==> src/rtl/async_fifo_stream_reader.sv <==
// Read-domain drain engine: pulls words from async_fifo into a 3-entry prefetch buffer and
// presents them as a framed valid/ready stream. Optional FIFO_READER_WORD_CNT_EN adds word_count.
module async_fifo_stream_reader #(
    parameter int unsigned WIDTH   = 32,
    parameter int unsigned PKT_LEN = 16
) (
    input  logic             rd_clk,
    input  logic             rd_rst,
    input  logic             enable,
    input  logic             fifo_empty,
    input  logic [WIDTH-1:0] fifo_dout,
    output logic             fifo_rd_en,
    output logic [WIDTH-1:0] m_data,
    output logic             m_valid,
    input  logic             m_ready,
    output logic             m_last,
`ifdef FIFO_READER_WORD_CNT_EN
    output logic [31:0]      word_count,
`endif
    output logic             busy
);

    localparam int unsigned BeatW = (PKT_LEN > 1) ? $clog2(PKT_LEN) : 1;
    localparam logic [BeatW-1:0] LastBeat = BeatW'(PKT_LEN - 1);

    logic [WIDTH-1:0] mem_q [3];
    logic [1:0]       head_q, head_d;
    logic [1:0]       tail_q, tail_d;
    logic [1:0]       occ_q, occ_d;
    logic             inflight_q;
    logic [BeatW-1:0] beat_q, beat_d;
    logic [2:0]       credit;
    logic             push, pop;

    function automatic logic [1:0] wrap_inc(input logic [1:0] p);
        return (p == 2'd2) ? 2'd0 : p + 2'd1;
    endfunction

    // Credit counts words already buffered plus the one still on its way from the FIFO.
    always_comb begin
        credit     = {1'b0, occ_q} + {2'b00, inflight_q};
        fifo_rd_en = ~rd_rst & enable & ~fifo_empty & (credit < 3'd3);
    end

    always_comb begin
        m_valid = (occ_q != 2'd0);
        m_data  = mem_q[head_q];
        m_last  = (beat_q == LastBeat);
        busy    = (occ_q != 2'd0) | inflight_q;
        push    = inflight_q;
        pop     = m_valid & m_ready;
    end

    always_comb begin
        occ_d  = occ_q;
        head_d = head_q;
        tail_d = tail_q;
        beat_d = beat_q;
        if (push) begin
            tail_d = wrap_inc(tail_q);
        end
        if (pop) begin
            head_d = wrap_inc(head_q);
            beat_d = (beat_q == LastBeat) ? '0 : beat_q + BeatW'(1);
        end
        case ({push, pop})
            2'b10:   occ_d = occ_q + 2'd1;
            2'b01:   occ_d = occ_q - 2'd1;
            default: occ_d = occ_q;
        endcase
    end

    always_ff @(posedge rd_clk) begin
        if (rd_rst) begin
            // An in-flight word is dropped here; the FIFO has already advanced past it.
            occ_q      <= 2'd0;
            head_q     <= 2'd0;
            tail_q     <= 2'd0;
            inflight_q <= 1'b0;
            beat_q     <= '0;
            for (int i = 0; i < 3; i++) begin
                mem_q[i] <= '0;
            end
        end else begin
            occ_q      <= occ_d;
            head_q     <= head_d;
            tail_q     <= tail_d;
            inflight_q <= fifo_rd_en;
            beat_q     <= beat_d;
            if (push) begin
                mem_q[tail_q] <= fifo_dout;
            end
        end
    end

`ifdef FIFO_READER_WORD_CNT_EN
    always_ff @(posedge rd_clk) begin
        if (rd_rst) begin
            word_count <= 32'd0;
        end else if (pop) begin
            word_count <= word_count + 32'd1;
        end
    end
`endif

endmodule

==> config.mk <==
export PLATFORM = sky130hd
export DESIGN_NAME = async_fifo_stream_reader
export DESIGN_NICKNAME = d
export VERILOG_FILES = /design/src/rtl/async_fifo_stream_reader.sv
export SDC_FILE = /design/constraint.sdc
export NUM_CORES = 1
export LEC_CHECK = 0
export CORE_AREA = 2 2 149 151
export DETAILED_ROUTE_END_ITERATION = 10
export DIE_AREA = 0 0 151 153
export HOLD_SLACK_MARGIN = 0.02
export SETUP_SLACK_MARGIN = 0.15
export SLEW_MARGIN = 20
export SYNTH_ARGS = -nofsm -noshare
export SYNTH_HDL_FRONTEND = slang
export SYNTH_SLANG_ARGS = --single-unit
==> constraint.sdc <==
create_clock -name rd_clk -period 2.5 [get_ports rd_clk]
set_input_delay 0.25 -clock rd_clk [delete_from_list [all_inputs] [get_ports rd_clk]]
set_output_delay 0.25 -clock rd_clk [all_outputs]
set_load 0.005 [all_outputs]
== Word-level counts from Yosys, hierarchy flattened ==
Memories as Yosys holds them, arrays and structs flattened. A register that Yosys moved wholly into a read port is not among the register bits.
Index checks and enable logic that the tools add are counted.
Operators by class
  reduce and logical (&&, ||, !) cells: 3
  add/sub/neg operators: 6
  multiplexer cells: 14
  equality and inequality tests: 5
  magnitude comparators: 1
  bitwise logic cells: 7
Operators with widths (number)
  $mux W32: 1
  $reduce_or A32 Y1: 1
  $mux W2: 5
  $add A2 B1 Y2 const B: 3
  $eq A2 B2 Y1 const B: 3
  $mux W1: 6
  $add A4 B1 Y4 const B: 1
  $and A1 B1 Y1: 4
  $eq A4 B4 Y1 const B: 1
  $mux W4: 1
  $pmux W2 S2: 1
  $reduce_bool A2 Y1: 2
  $add A2 B1 Y3: 1
  $lt A3 B2 Y1 const B: 1
  $eq A2 B1 Y1 const B: 1
  $not A1 Y1: 2
  $sub A2 B1 Y2 const B: 1
  $or A1 B1 Y1: 1
Word-level totals
  memories: 1
  register bits: 11
  word-level logic and storage cells: 42
  input port bits: 37
  output and inout port bits: 36
  RAM bits: 96
Memory list
  mem_q: depth 3, width 32, read ports 1, clocked after memory_dff 1, write ports 3, line 26  | logic [WIDTH-1:0] mem_q [3];

== Depth between registers and ports, before layout ==
  word-level depth: 5
  gate-level depth with buffers: 6
  depth with buffers taken out: 6

== Worst setup path before layout ==
OpenSTA, ideal clock, no wires.
  path kind: register to register
  from: register tail_q[1]
  to: memory mem_q[3][0] (enable)
  arrival time: 1.395 ns
  data required time: 2.108 ns
  path buffers: 0
  clock period less this slack: 1.787 ns
  slack: 0.713 ns
  stages on the path, launching flop included: 2
  library setup time: 0.392 ns
  path through: dfxtp_1 and4b_1
RTL lines
  from (decl): line 28  | logic [1:0] tail_q, tail_d;
  from (signal assigned): line 87  | tail_q <= tail_d;
  to (decl): line 26

==> results.toml <==
[place]
placed_area_sq_mm = 0.00702
place_ws_ns = 0.168
io_buffers = 72
gp_congestion = 0.669
hpwlAfterDp_microns = 7220
dp_cells = 687

[worst_hold_path]
hold_class = "input port to flop"
holdPathStages = 1

[floorplanning]
die_h_microns = 153
coreArea_sq_mm = 0.0215
initial_core_util_pct = 27.6
io_pins = 73
rows = 54
die_w_microns = 151
dieArea_sq_mm = 0.0231

[sta]
fin_crit_sh_pct = 92.2
rsz0062_at_grt = "true"
worst_clock_skew_ns = 0.00708
tightestPinTransition_ns = 0.961
slew_viol_final = 0
min_period_ns = 2.31
report.final.hold_viol_count = 0
setup_slack_ns = 0.194
slew_headroom_pct = 35.9
setup_tns_ns = 0
setup_viol = 0
fmax_mhz = 434

[global_route]
grt_usage_pct = 11.4
grt_pass1_wl_microns = 19300
antenna_found_initial = 0
grt_pass1_vias = 3428
grt.overflow.total = 0
grt_max_degree = 33

[power]
peakVddDrop_uv = 420
powerDensity_mw_per_mm2 = 746
power.total_mw = 5.67
p_leak_nw = 2.63

[setup_path]
critPathMaxFanout = 15
crit_path_start_kind = "flop"
worstRegToRegCells = 3
critPathSlowestCell = "mux4_2"
cp.arrival_ns = 2.06
critical_path_class = "flop to output port"
slowest_delay_ns = 0.58
path_cells = "buf_8 -> mux4_2 -> clkdlybuf4s50_1"
critPathCaptureType = "output port"
required_ns = 2.25

[job]
maxCapViolCount = 0

[route]
dr.first_iter.drc_count = 162
wl_per_cell_microns = 17.3
drc = 0
drt-total-wl_microns = 12500
first_pass_iters = 4
via_per_inst = 4.40
vias = 3161
drtAntennaViolNets = 0

[clock_tree]
cts_buffers = 17
cts_tree = "built"
cts_max_path_buffers = 2
cts-root-buf = "clkbuf_16"
cts.sinks = 141
cts_max_level = 4
clk_latency_ns = 0.41
worst_setup_hold_path_clk_slew_ns = 0.06

[synthesis]
netlist-cell-type-count = 35
yosysSeqAreaShare_pct = 69.2
synth_seq_cells = 141
synth_cells = 340
yosys_warnings = 0
synth_area_sq_mm = 0.00593
synth_nets = 381
yosys-top-cells-area = "edfxtp_1 (65%), mux4_2 (12%), and2_1 (7.1%)"
synth_top_area_share_pct = 64.8
syn-mean-instance-area_sq_um = 17.4
synth_area_leader_cell = "edfxtp_1"

[cells_and_area]
fin_nets = 467
stdcell_count = 718
fill_cells = 2058
postLayoutCellArea_sq_mm = 0.00760
drive_above_1_share_pct = 27.4
diodes = 0
area_growth_pct = 28.3

[outcome]
status = "finished clean"
==> stage by stage <==
stage	util, %	hold slack [ns]
2_1_floorplan	-	0.349
3_3_place_gp	32.7	0.465
3_5_place_dp	32.7	0.478
4_1_cts	35.3	0.432
5_1_grt	35.4	0.431
6_report	35.4	0.456
==> routing by layer <==
metal  track usage [%]  wire (microns)
met2              18.7            6330
met5                 0               0
met1              14.5            5380
met4              4.14             200
met3              3.04             544
==> power breakdown <==
group | internal, mW | leakage (nW) | switching, mW
registers | 2.66 | 1.39 | 0.0401
logic | 0.358 | 0.978 | 0.245
clock network | 1.45 | 0.262 | 0.927
total | 4.46 | 2.63 | 1.21
==> worst max-delay path, delay by kind of cell (launching register included) <==
family,cells,cell delay (ns)
buf+inv,2,0.71
mux,1,0.58
flops,1,0.36
==> sequential cells by signal, indices dropped and copies added (netlist names), named ones only <==
signal,count
beat_q,4
occ_q,2
head_q,2
mem_q,128
tail_q,2
inflight_q,1
==> cells by family after synthesis <==
group                    synth area share, %
multiplexers                            12.2
buffers and inverters                   1.69
AO/OA/AOI/OAI                           1.22
AND/OR/NAND/NOR                         14.4
XOR/XNOR                               0.443
adder cells (fa/ha/maj)                0.844
flip-flops                              69.2
==> placed cells by master (no fill, tap or decap), drive strengths merged, types with 2 or more instances in the layout <==
master / netlist / routed
nand2: 7 / 7
dfxtp: 13 / 13
inv: 2 / 2
nor2: 4 / 4
mux4: 32 / 32
clkinvlp: 0 / 4
bufinv: 0 / 2
ha: 4 / 4
or2: 4 / 4
nand3: 2 / 2
or3: 5 / 5
edfxtp: 128 / 128
and2: 96 / 96
o21ai: 2 / 2
clkinv: 0 / 7
clkdlybuf4s50: 0 / 71
buf: 7 / 13
clkbuf: 11 / 18
a21oi: 9 / 9
xor2: 2 / 2
==> final timing paths <==
kind | from | slack [ns] | endpoint
setup reg to reg | inflight_q$_SDFF_PP0_ | 0.58 | mem_q[0][14]$_SDFFCE_PN0P_
setup / recovery | flop | 0.19 | m_data[29]
hold / removal | fifo_dout[18] | 0.46 | mem_q[3][18]$_DFFE_PP_
hold reg to reg | beat_q[1]$_SDFFE_PP0N_ | 0.49 | beat_q[1]$_SDFFE_PP0N_
==> synth_stat cells, drive strengths merged <==
cell	count
nand2	7
nor4	1
and3	1
nand3	2
ha	4
and2	96
a21oi	9
o211ai	1
and3b	1
nand3b	1
xnor2	1
inv	2
clkbuf	11
and4b	1
or4b	1
and4bb	1
xor2	2
nor4b	1
o21ai	2
nor2	4
or3	5
edfxtp	128
or2	4
nor3b	1
a31oi	1
buf	7
dfxtp	13
mux4	32
==> layout make-up <==
type                            count  area, sq um  share of cell area (%)
Tap cell                          280          350                    4.61
Inverter                            2         7.51                  0.0987
Clock buffer                       18          429                    5.64
Timing Repair Buffer               85          846                    11.1
Multi-Input combinational cell    179         1730                    22.8
Sequential cell                   141         4110                    54.1
Clock inverter                     13          126                    1.66
==> timing repair <==
| action | CTS | global route |
|---|---|---|
| gates resized for setup | 5 | 6 |
| setup endpoints to repair | 33 | 33 |
| hold buffers | 0 | 0 |
| buffers inserted | 0 | 0 |
Power figures use the tool's default switching activity.
